### config.mk
export PLATFORM = sky130hd
export DESIGN_NAME = mem_stage_flat
export DESIGN_NICKNAME = d
export VERILOG_FILES = /design/src/rtl/mips_pkg.sv /design/src/rtl/mem_stage_if.sv /design/src/rtl/mem_align.sv /design/src/rtl/mem_stage.sv /design/src/flat_wrapper.sv
export SDC_FILE = /design/constraint.sdc
export NUM_CORES = 1
export LEC_CHECK = 0
export ABC_AREA = 1
export CORE_UTILIZATION = 38
export CTS_CLUSTER_DIAMETER = 80
export DETAILED_ROUTE_END_ITERATION = 8
export PLACE_DENSITY = 0.86
export SYNTH_ARGS = -nofsm -noshare
export SYNTH_HDL_FRONTEND = slang
export SYNTH_SLANG_ARGS = --single-unit
### constraint.sdc
create_clock -name clock -period 1.96 [get_ports clock]
set_clock_uncertainty 0.15 [all_clocks]
set_input_delay 0.294 -clock clock [delete_from_list [all_inputs] [get_ports clock]]
set_output_delay 0.294 -clock clock [all_outputs]
set_load 0.05 [all_outputs]
### src/rtl/mips_pkg.sv
// Shared types for the MIPS pipeline memory stage.
//   mem_size_t  : access width of a load/store (byte, half, word)
//   mem_state_t : memory-stage access sequencer states
//   is_misaligned() : natural-alignment check for a given size and address
package mips_pkg;

    typedef enum logic [1:0] {
        MEM_BYTE = 2'b00,
        MEM_HALF = 2'b01,
        MEM_WORD = 2'b10
    } mem_size_t;

    typedef enum logic [1:0] {
        IDLE = 2'b00,
        WAIT = 2'b01,
        DONE = 2'b10
    } mem_state_t;

    // Halfwords need an even address, words a multiple of four.
    // The unused size encoding is treated like a word.
    function automatic logic is_misaligned(mem_size_t size, logic [1:0] addr_lo);
        logic bad;
        case (size)
            MEM_BYTE: bad = 1'b0;
            MEM_HALF: bad = addr_lo[0];
            default:  bad = (addr_lo != 2'b00);
        endcase
        return bad;
    endfunction

endpackage

### src/rtl/mem_stage_if.sv
// Data-memory bus between the memory stage (master) and the data memory (slave).
//   dmemReq    : request valid, held until dmemAck
//   dmemWe     : write enable
//   dmemAddr   : word-aligned address
//   dmemWdata  : lane-replicated store data
//   dmemByteEn : byte enables, bit i = byte lane i (little-endian)
//   dmemRdata  : read word, valid with dmemAck
//   dmemAck    : access complete, sampled on the rising clock edge
interface mem_stage_if;

    logic        dmemReq;
    logic        dmemWe;
    logic [31:0] dmemAddr;
    logic [31:0] dmemWdata;
    logic [3:0]  dmemByteEn;
    logic [31:0] dmemRdata;
    logic        dmemAck;

    modport master (
        output dmemReq, dmemWe, dmemAddr, dmemWdata, dmemByteEn,
        input  dmemRdata, dmemAck
    );

    modport slave (
        input  dmemReq, dmemWe, dmemAddr, dmemWdata, dmemByteEn,
        output dmemRdata, dmemAck
    );

endinterface

### src/rtl/mem_align.sv
// Combinational lane steering for the memory stage.
//   mem_size   : access width
//   mem_signed : sign-extend sub-word loads (else zero-extend)
//   addr_lo    : low two address bits selecting the byte/half lane
//   store_data : rt value for stores
//   rdata      : word returned by data memory
//   wdata      : store data replicated across lanes
//   byte_en    : byte enables for the store/load lanes
//   load_data  : extracted and extended load result
module mem_align
    import mips_pkg::*;
(
    input  mem_size_t   mem_size,
    input  logic        mem_signed,
    input  logic [1:0]  addr_lo,
    input  logic [31:0] store_data,
    input  logic [31:0] rdata,
    output logic [31:0] wdata,
    output logic [3:0]  byte_en,
    output logic [31:0] load_data
);

    logic [7:0]  byte_sel;
    logic [15:0] half_sel;

    always_comb begin
        byte_sel = 8'h00;
        case (addr_lo)
            2'd0: byte_sel = rdata[7:0];
            2'd1: byte_sel = rdata[15:8];
            2'd2: byte_sel = rdata[23:16];
            2'd3: byte_sel = rdata[31:24];
            default: byte_sel = 8'h00;
        endcase
        half_sel = addr_lo[1] ? rdata[31:16] : rdata[15:0];

        wdata     = store_data;
        byte_en   = 4'b1111;
        load_data = rdata;

        case (mem_size)
            MEM_BYTE: begin
                wdata     = {4{store_data[7:0]}};
                byte_en   = 4'b0001 << addr_lo;
                load_data = {{24{mem_signed & byte_sel[7]}}, byte_sel};
            end
            MEM_HALF: begin
                wdata     = {2{store_data[15:0]}};
                byte_en   = addr_lo[1] ? 4'b1100 : 4'b0011;
                load_data = {{16{mem_signed & half_sel[15]}}, half_sel};
            end
            default: begin
            end
        endcase
    end

endmodule

### src/rtl/mem_stage.sv
// Memory-access stage of the 5-stage MIPS pipeline.
// Issues loads/stores on a req/ack data-memory bus, aligns/extends load data,
// stalls upstream while an access is outstanding and flags misaligned or
// timed-out accesses.
//   clock, reset_n        : stage clock, asynchronous active-low reset
//   MemRead, MemWrite     : load / store request from EX/MEM
//   MemToReg, RegWrite    : writeback controls from EX/MEM
//   memSize, memSigned    : access width and load extension
//   aluResult, storeData  : effective address and store data
//   regWriteDst, id       : destination register and instruction tag
//   dmem                  : data-memory bus (master side)
//   stall                 : freeze PC, IF/ID, ID/EX, EX/MEM
//   misalign, busError    : fault flags for the current instruction
//   *_mem                 : values forwarded to MEM/WB
module mem_stage
    import mips_pkg::*;
#(
    parameter int unsigned TIMEOUT = 16
) (
    input  logic        clock,
    input  logic        reset_n,
    input  logic        MemRead,
    input  logic        MemWrite,
    input  logic        MemToReg,
    input  logic        RegWrite,
    input  mem_size_t   memSize,
    input  logic        memSigned,
    input  logic [31:0] aluResult,
    input  logic [31:0] storeData,
    input  logic [4:0]  regWriteDst,
    input  logic [31:0] id,
    mem_stage_if.master dmem,
    output logic        stall,
    output logic        misalign,
    output logic        busError,
    output logic        MemToReg_mem,
    output logic        RegWrite_mem,
    output logic [31:0] memReadData_mem,
    output logic [31:0] memAddr_mem,
    output logic [4:0]  regWriteDst_mem,
    output logic [31:0] id_mem
);

    localparam int unsigned    CW      = $clog2(TIMEOUT + 1);
    localparam logic [CW-1:0]  CNT_MAX = CW'(TIMEOUT);

    mem_state_t    state;
    logic [CW-1:0] wait_cnt;
    logic [31:0]   cap_data;
    logic          err_q;

    // Request captured at issue so the bus stays stable throughout WAIT.
    logic [31:0]   h_addr;
    logic [31:0]   h_store;
    mem_size_t     h_size;
    logic          h_signed;
    logic          h_we;

    logic          mem_op;
    logic          mis_c;
    logic          issue;
    logic          in_wait;
    logic          req;
    logic          fault;

    logic [31:0]   cur_addr;
    logic [31:0]   cur_store;
    mem_size_t     cur_size;
    logic          cur_signed;
    logic          cur_we;

    logic [31:0]   al_wdata;
    logic [3:0]    al_byte_en;
    logic [31:0]   al_load;
    logic [31:0]   load_val;

    always_comb begin
        mem_op     = MemRead | MemWrite;
        mis_c      = mem_op & is_misaligned(memSize, aluResult[1:0]);
        issue      = (state == IDLE) & mem_op & ~mis_c;
        in_wait    = (state == WAIT);
        req        = issue | in_wait;

        cur_addr   = in_wait ? h_addr   : aluResult;
        cur_store  = in_wait ? h_store  : storeData;
        cur_size   = in_wait ? h_size   : memSize;
        cur_signed = in_wait ? h_signed : memSigned;
        cur_we     = in_wait ? h_we     : MemWrite;
    end

    mem_align u_align (
        .mem_size   (cur_size),
        .mem_signed (cur_signed),
        .addr_lo    (cur_addr[1:0]),
        .store_data (cur_store),
        .rdata      (dmem.dmemRdata),
        .wdata      (al_wdata),
        .byte_en    (al_byte_en),
        .load_data  (al_load)
    );

    // Stores complete with no read data.
    assign load_val = cur_we ? '0 : al_load;

    // Control outputs are gated by reset_n so they drop the moment reset is
    // asserted, even though the state register is already forced to IDLE.
    always_comb begin
        dmem.dmemReq    = reset_n & req;
        dmem.dmemWe     = reset_n & req & cur_we;
        dmem.dmemAddr   = {cur_addr[31:2], 2'b00};
        dmem.dmemWdata  = al_wdata;
        dmem.dmemByteEn = al_byte_en;

        stall           = reset_n & req;
        misalign        = reset_n & (state == IDLE) & mis_c;
        busError        = (state == DONE) & err_q;
        fault           = misalign | busError;

        RegWrite_mem    = reset_n & RegWrite & ~fault;
        MemToReg_mem    = reset_n & MemToReg & ~fault;
        memReadData_mem = (state == DONE) ? cap_data : '0;
        memAddr_mem     = aluResult;
        regWriteDst_mem = regWriteDst;
        id_mem          = id;
    end

    always_ff @(posedge clock or negedge reset_n) begin
        if (!reset_n) begin
            state    <= IDLE;
            wait_cnt <= '0;
            cap_data <= '0;
            err_q    <= 1'b0;
            h_addr   <= '0;
            h_store  <= '0;
            h_size   <= MEM_BYTE;
            h_signed <= 1'b0;
            h_we     <= 1'b0;
        end else begin
            case (state)
                IDLE: begin
                    if (issue) begin
                        h_addr   <= aluResult;
                        h_store  <= storeData;
                        h_size   <= memSize;
                        h_signed <= memSigned;
                        h_we     <= MemWrite;
                        err_q    <= 1'b0;
                        if (dmem.dmemAck) begin
                            cap_data <= load_val;
                            state    <= DONE;
                        end else begin
                            // Counter holds the number of WAIT cycles seen,
                            // including the current one.
                            wait_cnt <= CW'(1);
                            state    <= WAIT;
                        end
                    end
                end
                WAIT: begin
                    if (dmem.dmemAck) begin
                        cap_data <= load_val;
                        wait_cnt <= '0;
                        state    <= DONE;
                    end else if (wait_cnt == CNT_MAX) begin
                        cap_data <= '0;
                        err_q    <= 1'b1;
                        wait_cnt <= '0;
                        state    <= DONE;
                    end else begin
                        wait_cnt <= wait_cnt + 1'b1;
                    end
                end
                DONE: begin
                    state <= IDLE;
                end
                default: begin
                    state <= IDLE;
                end
            endcase
        end
    end

endmodule
### src/flat_wrapper.sv
// flat-port wrapper written by rule: the top's interface ports become plain ports
module mem_stage_flat import mips_pkg::*;
#(
    parameter int unsigned TIMEOUT = 16
)
  (clock, reset_n, MemRead, MemWrite, MemToReg, RegWrite, memSize, memSigned, aluResult, storeData, regWriteDst, id, stall, misalign, busError, MemToReg_mem, RegWrite_mem, memReadData_mem, memAddr_mem, regWriteDst_mem, id_mem, dmem_dmemReq, dmem_dmemWe, dmem_dmemAddr, dmem_dmemWdata, dmem_dmemByteEn, dmem_dmemRdata, dmem_dmemAck);
  mem_stage_if dmem_i ();
  input  logic clock;
  input  logic reset_n;
  input  logic MemRead;
  input  logic MemWrite;
  input  logic MemToReg;
  input  logic RegWrite;
  input  mem_size_t memSize;
  input  logic memSigned;
  input  logic [31:0] aluResult;
  input  logic [31:0] storeData;
  input  logic [4:0] regWriteDst;
  input  logic [31:0] id;
  output logic stall;
  output logic misalign;
  output logic busError;
  output logic MemToReg_mem;
  output logic RegWrite_mem;
  output logic [31:0] memReadData_mem;
  output logic [31:0] memAddr_mem;
  output logic [4:0] regWriteDst_mem;
  output logic [31:0] id_mem;
  output wire logic [$bits(dmem_i.dmemReq)-1:0] dmem_dmemReq;
  output wire logic [$bits(dmem_i.dmemWe)-1:0] dmem_dmemWe;
  output wire logic [$bits(dmem_i.dmemAddr)-1:0] dmem_dmemAddr;
  output wire logic [$bits(dmem_i.dmemWdata)-1:0] dmem_dmemWdata;
  output wire logic [$bits(dmem_i.dmemByteEn)-1:0] dmem_dmemByteEn;
  input wire logic [$bits(dmem_i.dmemRdata)-1:0] dmem_dmemRdata;
  input wire logic [$bits(dmem_i.dmemAck)-1:0] dmem_dmemAck;
  assign dmem_dmemReq = dmem_i.dmemReq;
  assign dmem_dmemWe = dmem_i.dmemWe;
  assign dmem_dmemAddr = dmem_i.dmemAddr;
  assign dmem_dmemWdata = dmem_i.dmemWdata;
  assign dmem_dmemByteEn = dmem_i.dmemByteEn;
  assign dmem_i.dmemRdata = dmem_dmemRdata;
  assign dmem_i.dmemAck = dmem_dmemAck;
  mem_stage #(.TIMEOUT(TIMEOUT)) u_core (.clock(clock), .reset_n(reset_n), .MemRead(MemRead), .MemWrite(MemWrite), .MemToReg(MemToReg), .RegWrite(RegWrite), .memSize(memSize), .memSigned(memSigned), .aluResult(aluResult), .storeData(storeData), .regWriteDst(regWriteDst), .id(id), .dmem(dmem_i), .stall(stall), .misalign(misalign), .busError(busError), .MemToReg_mem(MemToReg_mem), .RegWrite_mem(RegWrite_mem), .memReadData_mem(memReadData_mem), .memAddr_mem(memAddr_mem), .regWriteDst_mem(regWriteDst_mem), .id_mem(id_mem));
endmodule
# [After elaboration in Yosys (flattened, before gate mapping)]
# Index checks and enable logic that the tools add are counted.
[word_totals] ff_bits=108 latch_bits=0 ramBits=0 mem_bits_ro=0 input_bits=143 word_cells=88 n_memories=0
[classes] add_sub_neg=1 mul=0 div=0 order_cmp=0 eq_ne=14 shifts=1 n_mux=33 n_bitwise=19 n_reduce_logical=11
[op_table] cell="2-to-1 mux 32 bit" count=8
[op_table] cell="case mux 32 bit (2 select lines)" count=3
[op_table] cell="case mux 8 bit (4 select lines)" count=1
[op_table] cell="2-to-1 mux 5 bit" count=4
[op_table] cell="2-to-1 mux 16 bit" count=1
[op_table] cell="bitwise AND 1 bit" count=14
[op_table] cell="2-to-1 mux 2 bit" count=5
[op_table] cell="case mux 5 bit (2 select lines)" count=1
[op_table] cell="== test 2 x 1 -> 1 bit, second input constant" count=4
[op_table] cell="zero test 2 bit" count=4
[op_table] cell="inequality test 2 bit, second input constant" count=4
[op_table] cell="case mux 4 bit (2 select lines)" count=1
[op_table] cell="AND reduction 4 bit" count=2
[op_table] cell="== test 2 bit, second input constant" count=3
[op_table] cell="adder 5 x 1 -> 5 bit, second input constant" count=1
[op_table] cell="== test 5 bit, second input constant" count=1
[op_table] cell="2-to-1 mux 1 bit" count=5
[op_table] cell="2-to-1 mux 4 bit" count=1
[op_table] cell="case mux 1 bit (2 select lines)" count=2
[op_table] cell="case mux 2 bit (2 select lines)" count=1
[op_table] cell="AND reduction 2 bit" count=2
[op_table] cell="nonzero test 2 bit" count=2
[op_table] cell="<< shifter 1 x 2 -> 4 bit, first input constant" count=1
[op_table] cell="inequality test 3 bit, second input constant" count=1
[op_table] cell="other kinds (4)" count=7

# [Logic depth before layout (Yosys ltp)]
[logic_depth] ltp_word=10 ltp_mapped=13 ltp_nobuf=12

# [Hierarchy]
# Synthesis repeated with hierarchy kept, for this count alone.
[unflattened] cells_unflattened=1153 hier_area_um2=7813.7
[modules_own_cells] module="mem_stage" n_inst=1 cells_each=891 area_each_um2=6431.2 seq_area_each_um2=2702.6
[modules_own_cells] module="mem_align" n_inst=1 cells_each=262 area_each_um2=1382.6 seq_area_each_um2=0.0

# [Least setup slack after synthesis]
# No wires, ideal clock.
[synth_timing] path_type="register to output" start="register u_core.state[0]" end="output port dmem_dmemWdata[15]" t_arrival_ns=2.731 t_required_ns=1.516 setup_slack_ns=-1.215 path_stages_with_launch=7 n_path_buf=1 path_cell_list="dfrtp_1 inv_2 nor2_4 buf_1 o21ai_0 nand2_1 o21ai_0"
[synth_between] elab_chain_cells=4
[synth_rtl] element="from (decl)" line_no="mem_stage.sv:47" rtl="mem_state_t state;"
[synth_rtl] element="from (signal assigned)" line_no="mem_stage.sv:129" rtl="state <= IDLE;"
[synth_rtl] element="from (signal assigned)" line_no="mem_stage.sv:150" rtl="state <= DONE;"
[synth_rtl] element="from (signal assigned)" line_no="mem_stage.sv:155" rtl="state <= WAIT;"
[synth_rtl] element="== test 2 x 1 -> 1 bit *" line_no="mem_stage.sv:81" rtl="in_wait = (state == WAIT);"
[synth_rtl] element="2-to-1 mux 2 bit" line_no="mem_stage.sv:86" rtl="cur_size = in_wait ? h_size : memSize;"
[synth_rtl] element="== test 2 x 1 -> 1 bit / zero test 2 bit (equally long branches)" line_no="mem_align.sv:41" rtl="case (mem_size)"
[synth_rtl] element="case mux 32 bit (2 select lines) *" line_no="mem_align.sv:41"
[synth_rtl] element="to (decl)" line_no="flat_wrapper.sv:32" rtl="output wire logic [$bits(dmem_i.dmemWdata)-1:0] dmem_dmemWdata;"
# Every way passes the cells marked *; elsewhere a longest branch is shown, timed or not.

# [Worst setup path after layout]
[layout_timing] start="register u_core.state[0]" end="output port dmem_dmemWdata[28]"
# The elaborated chain is that of the path after synthesis.

==> results.toml <==
[sta]
rsz0062_at_grt = "yes"
fmax_mhz = 380
setup_viol = 209
hold_violations = 0
hold_ws_ps = 341
slew_headroom = 0.545
worst_pin_slew_ps = 683
finalCritPeriodShare = 1.34
setup_tns_ps = -72910
final_max_slew_viol_count = 0
fin_crit_ps = 2630
setup_ws_ps = -671

[run_status]
violations = "DRC, setup timing"
status = "finished, violations left"

[routing]
met2_wirelength_um = 17500
top_layer_used = "met5"
drt_iter0_drc = 996
routed_wl_um = 35000
drc = 33
ant_nets = 0
vias = 8813
drtPass1Iterations = 9
vias_per_cell = 5.76
wl_per_cell_um = 22.9
wl_met1_um = 10900
met3_length_um = 4040

[layout]
drive_gt1_frac = 0.411
design_area_sq_um = 13700
num_antenna_cells = 0
nFillCells = 903
nets = 1444
syn_to_final_growth_pct = 101
fin_util = 0.789

[placement]
portBuffers = 242
dp_hpwl_um = 17900
gp_congestion = 0.909
place_area_sq_um = 11500

[cts]
clock-sinks = 108
insertion_delay_ps = 360
root_buffer = "clkbuf_16"
cts_buffers = 9
htreeDepth = 3
cts.clk_slew.worst_paths_ps = 70
clk_path_buf_depth = 2
cts_tree = "yes"

[synth]
synth_compound_area_frac = 0.138
synth_simple_gate_area_share = 0.278
ys.warnings.count = 0
synthXorXnorAreaFrac = 0.00128
synth_seq_area_share = 0.395
synthMuxAreaShare = 0
ys_types = 33
avgSynthCellArea_sq_um = 6.76
syn_area_sq_um = 6840
synth_top_family_by_area = "simple AND/OR/NAND/NOR gates"
synth-seq-cells = 108
syn_inst = 1012
synthAdderAreaFrac = 0.00366

[floorplanning]
die-area_sq_um = 18500
io_pins = 319
die_y_um = 136
num_rows = 48
initial_core_util = 0.393
coreArea_sq_um = 17400
die-width_um = 136

[grt]
grt_pass1_wl_um = 48500
antenna_found_initial = 1
grt_start_max_net_pins = 109
track_usage = 0.350
grt_remaining_overflow = 0
grt_pass1_vias = 8810

[worst_setup_path]
startpoint = "u_core.state[0]"
cp_max_fo = 8
rr_startpoint = "u_core.state[1]"
cp.required_ps = 1520
worst_ep_arrival_time_ps = 2190
start_kind = "flip-flop"
criticalPathCategory = "flip-flop to output port"
cp-end-kind = "output port"

[flow_run]
cap_violations = 0

[power_and_ir_drop]
power.density_nw_per_um2 = 1570
p_total_uw = 21500
vdd.ir_drop.worst_mv = 0.995
leakage_uw = 0.00651

[worst_hold_path]
worstHoldStart = "u_core.cap_data[26]"
hold_path.class = "flip-flop to flip-flop"
## final timing paths
check	endpoint	slack (ps)	depth (start not counted)
max	dmem_dmemWdata[28]	-670	10
min	u_core.cap_data[26]	340	2
max reg2reg	u_core.cap_data[17]	-600	14
min reg2reg	u_core.cap_data[26]	340	2
max in group asynchronous	u_core.state[0]	630	3
min in group asynchronous	u_core.cap_data[10]	420	3
## per-stage QoR
step           setup slack [ps]  std cells
5_1_grt                    -705       1529
3_3_place_gp               -409       1451
6_report                   -671       1529
3_5_place_dp               -413       1451
2_1_floorplan              -325       1013
4_1_cts                    -504       1518
## critical path: stages, from the launching register on
cell and delay, ps:
dfrtp_2 470, inv_2 180, nor2_4 80, buf_12 160, buf_6 120, nand2_1 50
o21a_1 210, clkinvlp_4 130, nand2_2 100, o211ai_1 140, buf_12 180
## synth_stat cells (all sizes together)
cell type / instances / share of area
o41ai: 1 / 0.0013
xor2: 1 / 0.0013
buf: 87 / 0.091
nand3b: 1 / 0.0011
nor2: 106 / 0.061
o21a: 5 / 0.0055
a21oi: 10 / 0.0073
o21ai: 147 / 0.11
nand4: 8 / 0.0073
nor3: 3 / 0.0022
dfrtp: 108 / 0.39
clkinv: 2 / 0.0011
o211ai: 10 / 0.011
clkbuf: 30 / 0.016
or2: 8 / 0.0073
ha: 2 / 0.0037
a31oi: 1 / 0.00091
nand3: 26 / 0.023
conb: 1 / 0.00055
nand2: 316 / 0.18
inv: 136 / 0.075
o221ai: 3 / 0.0038
## kinds of logic (layout without fill, tap and decap cells)
| kind of cell | after synthesis | after routing |
|---|---|---|
| flops | 108 | 108 |
| compound gates | 177 | 177 |
| xor+xnor | 1 | 1 |
| other cells | 1 | 2 |
| fa+ha+maj | 2 | 2 |
| buf+inv | 255 | 545 |
| simple gates | 468 | 469 |
## placed cells by master (no fill, tap or decap), types with 2 or more instances in the layout
cell type	instances
a21oi_1	9
buf_12	153
buf_16	9
buf_4	74
buf_6	40
buf_8	5
bufbuf_16	2
clkbuf_16	12
clkdlybuf4s50_1	104
clkinv_2	4
clkinvlp_4	6
conb_1	2
dfrtp_1	107
ha_1	2
inv_1	122
inv_2	7
inv_4	2
nand2_1	236
nand2_2	36
nand2_4	42
nand2_8	2
nand3_1	17
nand3_2	4
nand3_4	6
nand4_1	8
nor2_1	56
nor2_2	6
nor2_4	44
nor3_4	2
o211ai_1	10
o21a_1	2
o21a_4	3
o21ai_0	69
o21ai_1	16
o21ai_2	17
o21ai_4	45
o221ai_2	2
or2_2	7
## sequential cells by signal, summed over array words and instances, names as in the netlist
register and flops:
u_core.cap_data 32, u_core.state 2, u_core.h_signed 1, u_core.h_size 2, u_core.err_q 1, u_core.h_we 1
u_core.h_store 32, u_core.wait_cnt 5, u_core.h_addr 32
## final cells by class
class / count / area (sq um) / share of cell area
Inverter: 138 / 543 / 0.0395
Clock buffer: 10 / 229 / 0.0167
Sequential cell: 108 / 2700 / 0.197
Clock inverter: 6 / 40.0 / 0.00292
Multi-Input combinational cell: 651 / 4350 / 0.317
Tap cell: 225 / 282 / 0.0205
Timing Repair Buffer: 391 / 5580 / 0.407
## where the power goes
part	internal, uW	switching, uW
registers	3170	825
clock network	868	935
logic	6860	8860
## layer usage
metal  vias up  GRT usage
met1      4102      0.377
met2       793      0.615
met4         2      0.215
met3       267     0.0839
met5         -          0
li1       3649          -
## what timing repair did
action                                  in CTS  in global routing
endpoints found under the setup margin     137                186
hold endpoints to repair                   108                  0
pin swaps                                   33                 29
cloned                                      14                  0
hold buffers                                 1                  0
buffers inserted                            41                 16
gates resized for setup                    216                100
No activity file was read; power rests on OpenSTA's default activity.
